File: config.mk
export PLATFORM = sky130hd
export DESIGN_NAME = masked_or_monitor
export DESIGN_NICKNAME = d
export VERILOG_FILES = /design/src/rtl/masked_or_monitor.sv
export SDC_FILE = /design/constraint.sdc
export NUM_CORES = 1
export LEC_CHECK = 0
export BUFFER_PORTS_ARGS = -buffer_cell sky130_fd_sc_hd__buf_2
export CORE_MARGIN = 8
export CORE_UTILIZATION = 50
export CTS_BUF_LIST = sky130_fd_sc_hd__clkbuf_8
export DETAILED_ROUTE_END_ITERATION = 10
export PLACE_DENSITY = 0.73
export SYNTH_ARGS = -nofsm -noshare
export SYNTH_HDL_FRONTEND = slang
export SYNTH_SLANG_ARGS = --single-unit
File: constraint.sdc
create_clock -name clk -period 2.25 [get_ports clk]
set_clock_uncertainty 0.15 [all_clocks]
set_input_delay 0.1125 -clock clk [delete_from_list [all_inputs] [get_ports clk]]
set_output_delay 0.1125 -clock clk [all_outputs]
set_load 0.005 [all_outputs]
File: src/rtl/masked_or_monitor.sv
// Registered masked-OR hit detector with saturating run-length and event counters,
// plus a HOLD-length run alarm and a sticky alarm flag cleared by `clear`.
module masked_or_monitor #(
  parameter int               WIDTH = 4,
  parameter logic [WIDTH-1:0] MASK  = 4'b0111,
  parameter int               CNT_W = 8,
  parameter int               HOLD  = 3
) (
  input  logic             clk,
  input  logic             rst,
  input  logic             in_valid,
  input  logic [WIDTH-1:0] din,
  input  logic             mask_load,
  input  logic [WIDTH-1:0] mask_in,
  input  logic             clear,
  output logic             any,
  output logic [CNT_W-1:0] run_len,
  output logic [CNT_W-1:0] evt_cnt,
  output logic             alarm,
  output logic             sticky,
  output logic [WIDTH-1:0] mask
);

  typedef enum logic [1:0] {
    S_IDLE  = 2'd0,
    S_RUN   = 2'd1,
    S_ALARM = 2'd2
  } state_t;

  localparam logic [CNT_W-1:0] CNT_MAX = '1;
  localparam logic [CNT_W-1:0] HOLD_V  = CNT_W'(HOLD);

  state_t           r_state;
  state_t           w_state_next;
  logic [WIDTH-1:0] r_mask;
  logic             r_any;
  logic [CNT_W-1:0] r_run_len;
  logic [CNT_W-1:0] r_evt_cnt;
  logic             r_sticky;
  logic             r_prev_hit;

  logic             w_hit;
  logic [CNT_W-1:0] w_run_next;
  logic [CNT_W-1:0] w_evt_base;
  logic [CNT_W-1:0] w_evt_next;

  // NOTE: every signal gets a default at the top of always_comb so no path
  // leaves it unassigned, which would otherwise infer a latch.
  always_comb begin
    w_hit      = in_valid & (|(din & r_mask));
    w_run_next = r_run_len;
    if (in_valid) begin
      if (w_hit) w_run_next = (r_run_len == CNT_MAX) ? r_run_len : r_run_len + 1'b1;
      else       w_run_next = '0;
    end

    // Clear zeroes the counter first, then this cycle's event may still add one.
    w_evt_base = clear ? '0 : r_evt_cnt;
    w_evt_next = w_evt_base;
    if (w_hit && !r_prev_hit && (w_evt_base != CNT_MAX)) w_evt_next = w_evt_base + 1'b1;

    w_state_next = r_state;
    if (in_valid) begin
      case (r_state)
        S_IDLE:  if (w_hit) w_state_next = (HOLD == 1) ? S_ALARM : S_RUN;
        S_RUN: begin
          if (!w_hit)                    w_state_next = S_IDLE;
          else if (w_run_next == HOLD_V) w_state_next = S_ALARM;
        end
        S_ALARM: if (!w_hit) w_state_next = S_IDLE;
        default: w_state_next = S_IDLE;
      endcase
    end
  end

  // NOTE: sequential state uses non-blocking assignments so every register
  // samples the pre-edge values, independent of statement order.
  always_ff @(posedge clk) begin
    if (rst) begin
      r_state    <= S_IDLE;
      r_mask     <= MASK;
      r_any      <= 1'b0;
      r_run_len  <= '0;
      r_evt_cnt  <= '0;
      r_sticky   <= 1'b0;
      r_prev_hit <= 1'b0;
    end else begin
      if (mask_load) r_mask <= mask_in;
      if (in_valid)  r_any  <= w_hit;
      r_run_len <= w_run_next;
      r_evt_cnt <= w_evt_next;
      r_state   <= w_state_next;
      // After a clear the next valid hit is a fresh event, whatever came before.
      if (clear)         r_prev_hit <= 1'b0;
      else if (in_valid) r_prev_hit <= w_hit;
      if (w_state_next == S_ALARM) r_sticky <= 1'b1;
      else if (clear)              r_sticky <= 1'b0;
    end
  end

  assign any     = r_any;
  assign run_len = r_run_len;
  assign evt_cnt = r_evt_cnt;
  assign alarm   = (r_state == S_ALARM);
  assign sticky  = r_sticky;
  assign mask    = r_mask;

endmodule

## After elaboration in Yosys (flattened, before gate mapping)

Index checks and enable logic that the tools add are counted.

- Memories kept: 0
- Bits in latches: 0
- RAM bits: 0
- Register bits: 25
- ROM bits: 0
- Input bits: 13
- Logic and storage cells: 37

- Shift operators: 0
- Reduce and logical (&&, ||, !) cells: 7
- Bitwise logic cells: 2
- Multiply operators: 0
- Magnitude comparators: 0
- Multiplexer cells: 13
- Add/sub/neg operators: 2
- Div/mod/pow operators: 0
- Equality and inequality tests: 6

Operators with widths:

| operator | count |
|---|---|
| 2-to-1 mux 8 bit | 5 |
| adder 8 x 1 -> 8 bit, second input constant | 2 |
| 2-to-1 mux 2 bit | 5 |
| == test 8 x 2 -> 1 bit, second input constant | 1 |
| == test 8 bit, second input constant | 1 |
| inequality test 8 bit, second input constant | 1 |
| case mux 2 bit (3 select lines) | 1 |
| AND 4 bit | 1 |
| == test 2 bit, second input constant | 2 |
| OR reduction 4 bit | 1 |
| == test 2 x 1 -> 1 bit, second input constant | 1 |
| logical AND 1 bit | 2 |
| logical NOT 2 bit | 1 |
| 2-to-1 mux 1 bit | 2 |
| nonzero test 2 bit | 1 |
| OR reduction 2 bit | 1 |
| AND 1 bit | 1 |
| logical NOT 1 bit | 1 |

## Depth between registers and ports, before layout

- Depth in word-level cells: 12
- Depth in mapped cells: 9
- Gate-level depth less buffers: 8

## Least setup slack after synthesis

OpenSTA, ideal clock, no wires.

- Path kind: input -> register
- Start point: input port clear
- End point: register r_evt_cnt[7], in the netlist evt_cnt[7]
- Buffers on the path: 1
- Stages: 9
- Required time: 1.971 ns
- Slack: 0.312 ns
- Arrival time: 1.658 ns
- Path through: clkbuf_1 nor2b_1 ha_1 nand3b_1 nor3_1 or3_4 nor4_4 xnor2_1 nor3_2

- Cells in the longest elaborated chain, start to end: 4

RTL lines:

| what | line | source |
|---|---|---|
| start: declaration | 15 | `input logic clear,` |
| 2-to-1 mux 8 bit * | 58 | `w_evt_base = clear ? '0 : r_evt_cnt;` |
| parallel branches: the longest is 2 deep, another holds adder 8 x 1 -> 8 bit | -- |  |
| 2-to-1 mux 8 bit * | 60 | `if (w_hit && !r_prev_hit && (w_evt_base != CNT_MAX)) w_evt_next = w_evt_base + 1'b1;` |
| end signal: assignment | 91 | `r_evt_cnt <= w_evt_next;` |
| end: declaration | 38 | `logic [CNT_W-1:0] r_evt_cnt;` |

Mark *: on every way between the ends.
A chain may end at the register's enable or synchronous reset.

## Worst setup path after layout

- Start point: register r_run_len[1], in the netlist run_len[1]
- End point: register r_state[1]

- Cells in the longest elaborated chain, start to end: 9

RTL lines:

| what | line | source |
|---|---|---|
| start: declaration | 37 | `logic [CNT_W-1:0] r_run_len;` |
| start signal: assignment | 90 | `r_run_len <= w_run_next;` |
| adder 8 x 1 -> 8 bit or == test 8 bit (tied branches) | 53 | `if (w_hit) w_run_next = (r_run_len == CNT_MAX) ? r_run_len : r_run_len + 1'b1;` |
| 2-to-1 mux 8 bit (2 in a row) | 53 |  |
| 2-to-1 mux 8 bit * | 52 | `if (in_valid) begin` |
| == test 8 x 2 -> 1 bit * | 68 | `else if (w_run_next == HOLD_V) w_state_next = S_ALARM;` |
| 2-to-1 mux 2 bit * | 68 |  |
| 2-to-1 mux 2 bit * | 67 | `if (!w_hit) w_state_next = S_IDLE;` |
| case mux 2 bit (3 select lines) * | 64 | `case (r_state)` |
| 2-to-1 mux 2 bit * | 63 | `if (in_valid) begin` |
| end signal: assignment | 92 | `r_state <= w_state_next;` |
| end: declaration | 33 | `state_t r_state;` |

Every way passes the cells marked *; elsewhere a longest branch is shown, timed or not.

==> reports/qor.yml <==
clkTransAtPathRegs_ps: 90
synth_enable_flop_cells: 0
vias_in_the_first_global_route: 1353
critical_path.startpoint_type: "flip-flop"
internal-power_uw: 635
critical_path_depth: 7
grt_max_degree: 28
fmaxAchievable_mhz: 480
io_pins: 36
dpl.hpwl_mm: 2.62
tritoncts.num_buffers: 3
drt_first_pass_iters: 4
yosysWarnings: 0
arrival_ps: 2100
netSwitchingPower_uw: 225
drive_above_1_share: 0.305
final-setup-viol-count: 0
path_common_cell: "sky130_fd_sc_hd__nand3_1"
die-width_um: 68.9
cts_max_level: 1
worst_setup_path_end_kind: "flip-flop"
p_seq_frac: 0.547
floorplan.initialDensity: 0.517
maxSlewViolCount: 0
area_delta_synth_final_pct: 19.7
timing.critical_path.slowest_stage_cell: "sky130_fd_sc_hd__dfxtp_2"
finalSetupTns_ps: 0
timing.critical_path.cells: "ha_2 -> nand3_1 -> nor2_1 -> a311oi_1 -> a211oi_2 -> nand3_1 -> o41ai_2"
power_frac_clock: 0.310
timing_worst_slew_pin_value_ps: 521
insertion_delay_ps: 260
power.switching_fraction: 0.262
grt_pass1_wl_mm: 6.27
final_nets: 213
r2r_cells: 7
dr_total_vias: 1390
drtAntennaViolNets: 0
grt_use_total: 0.168
hold_viol_final: 0
hold_path_class: "in2reg"
synth_async_sr_flop_share: 0
ys_seq_elements: 25
pre_cts_slack_ps: 94.8
final_design_area_no_fill_um2: 1680
p_comb_frac: 0.143
avgSynthCellArea_um2: 8.81
report.power.total_uw: 860
synth-main-ff-cell: "sky130_fd_sc_hd__dfxtp_1"
cp.buffers_inverters: 0
design.die.area_um2: 4750
cp_data_required_time_ps: 2260
total_drc_errors_in_the_routed_layout: 0
largest_fanout_of_any_net_on_the_critical_path: 7
timing.hold.worst_path_depth: 2
drt-total-wl_mm: 3.69
power-per-cell-area_nw_per_um2: 513
p_leak_uw: 0.000674
placeableCoreArea_um2: 2710
initial_antenna_violation_count: 0
die_span_y_um: 68.9
class_of_the_most_critical_setup_path: "reg2reg"
root_buffer: "sky130_fd_sc_hd__clkbuf_8"
cts_tree: "done"
remaining_global_route_overflow: 0
antennaDiodeCount: 0
setup_slack_ps: 168
min_period_ps: 2080
drt_iter0_drc: 111
synth_sequential_area_ratio: 0.357
placement.io_buffers: 35
period_share: 0.925
synth.net_count: 174
detail_route.vias_per_cell: 6.10
slew_headroom: 0.653
post_synth_cell_types: 50
cap_violations: 0
vdd.ir_drop.worst_uv: 382
rows: 19
cts.sink_count: 25
place.gp.congestion: 0.997
post_detailed_placement_cell_area_um2: 1570
postSynthCellCount: 159
result_of_the_run: "completed"
max_stage_delay_ps: 400
synthesis.area_um2: 1400
clock_tree.buffer_depth: 2
critPathTopFamily: "compound AO/OA/AOI/OAI gates"
wire_per_inst_um: 16.2
rsz0062_at_grt: "no"
worst_hold_slack_ps: 11.0
-- layout by cell type, fill, tap and decap left out, types with 4 or more instances in the layout --
| cell type | n |
|---|---|
| sky130_fd_sc_hd__buf_2 | 35 |
| sky130_fd_sc_hd__dfxtp_1 | 23 |
| sky130_fd_sc_hd__nor2_1 | 18 |
| sky130_fd_sc_hd__nand2_1 | 10 |
| sky130_fd_sc_hd__nor2b_1 | 9 |
| sky130_fd_sc_hd__a21oi_1 | 8 |
| sky130_fd_sc_hd__nor3_1 | 7 |
| sky130_fd_sc_hd__xnor2_1 | 6 |
| sky130_fd_sc_hd__nand3_1 | 5 |
| sky130_fd_sc_hd__nor3_2 | 5 |
| sky130_fd_sc_hd__o21ai_0 | 5 |
| sky130_fd_sc_hd__nand4_1 | 5 |
| sky130_fd_sc_hd__a211o_1 | 4 |
| sky130_fd_sc_hd__dlygate4sd3_1 | 4 |
-- worst paths after layout --
kind                              start                     to  slack, ps
setup / recovery  run_len[1]$_SDFF_PP0_  r_state[1]$_SDFF_PP0_        170
hold / removal                mask_load   mask[2]$_SDFFE_PP1P_         10
setup reg to reg  run_len[1]$_SDFF_PP0_  r_state[1]$_SDFF_PP0_        170
hold reg to reg        any$_SDFFE_PP0P_       any$_SDFFE_PP0P_        350
-- per-stage QoR --
step                      utilization  cells
after global placement          0.578    220
after detailed placement        0.578    220
final                           0.618    228
after global routing            0.618    228
after floorplan                     -    159
after CTS                       0.610    228
-- power by group through the flow --
stage               Clock (uW)  Sequential, uW  Combinational (uW)
floorplan                    0             479                77.1
global placement             0             478                 113
detailed placement           0             480                 116
CTS                        268             470                 122
global route               291             473                 135
finish                     266             470                 123
-- registers in the layout, summed over array words and instances (netlist names) --
signal	count
evt_cnt	8
sticky	1
run_len	8
mask	4
r_prev_hit	1
r_state	2
any	1
-- area by class of cell --
| cell class | instances | area [um2] |
|---|---|---|
| inverters | 4 | 15.0 |
| multi-input cells | 123 | 840 |
| flip-flops and latches | 25 | 505 |
| fillers | 233 | 1030 |
| repair buffers | 41 | 230 |
| clock buffers | 3 | 41.3 |
| clock inverters | 1 | 5.00 |
| well taps | 31 | 38.8 |
-- cells in the mapped netlist, types with 4 or more instances --
library cell               n  area share
sky130_fd_sc_hd__dfxtp_1  25        0.36
sky130_fd_sc_hd__nor2_1   18       0.048
sky130_fd_sc_hd__nand2_1  10       0.027
sky130_fd_sc_hd__nor2b_1   9       0.040
sky130_fd_sc_hd__nor3_1    9       0.032
sky130_fd_sc_hd__a21oi_1   8       0.029
sky130_fd_sc_hd__xnor2_1   6       0.038
sky130_fd_sc_hd__nand3_1   5       0.018
sky130_fd_sc_hd__nand4_1   5       0.022
sky130_fd_sc_hd__o21ai_0   5       0.018
sky130_fd_sc_hd__a211o_1   4       0.025
-- logic make-up after synthesis --
family,share of synthesized area
mux,0.0143
flops,0.357
buf+inv,0.0554
compound gates,0.214
simple gates,0.298
xor+xnor,0.0438
fa+ha+maj,0.0179
-- worst register-to-register path, delay by kind of cell (launching register included) --
kind,cells,cell delay (ps)
flops,1,400
simple gates,3,500
fa+ha+maj,1,240
compound gates,3,700
-- per-layer routing --
metal	GRT usage	routed length [um]
met4	0.0652	68
met3	0.0323	250
met1	0.211	1630
met2	0.277	1740
met5	0	0
-- what timing repair did --
action	CTS	global route
setup buffers	0	0
gates resized for setup	0	7
setup endpoints to repair	0	4
hold buffers	4	0
endpoints found under the hold margin	4	0
Note: power is estimated with default switching activity, not from simulation.
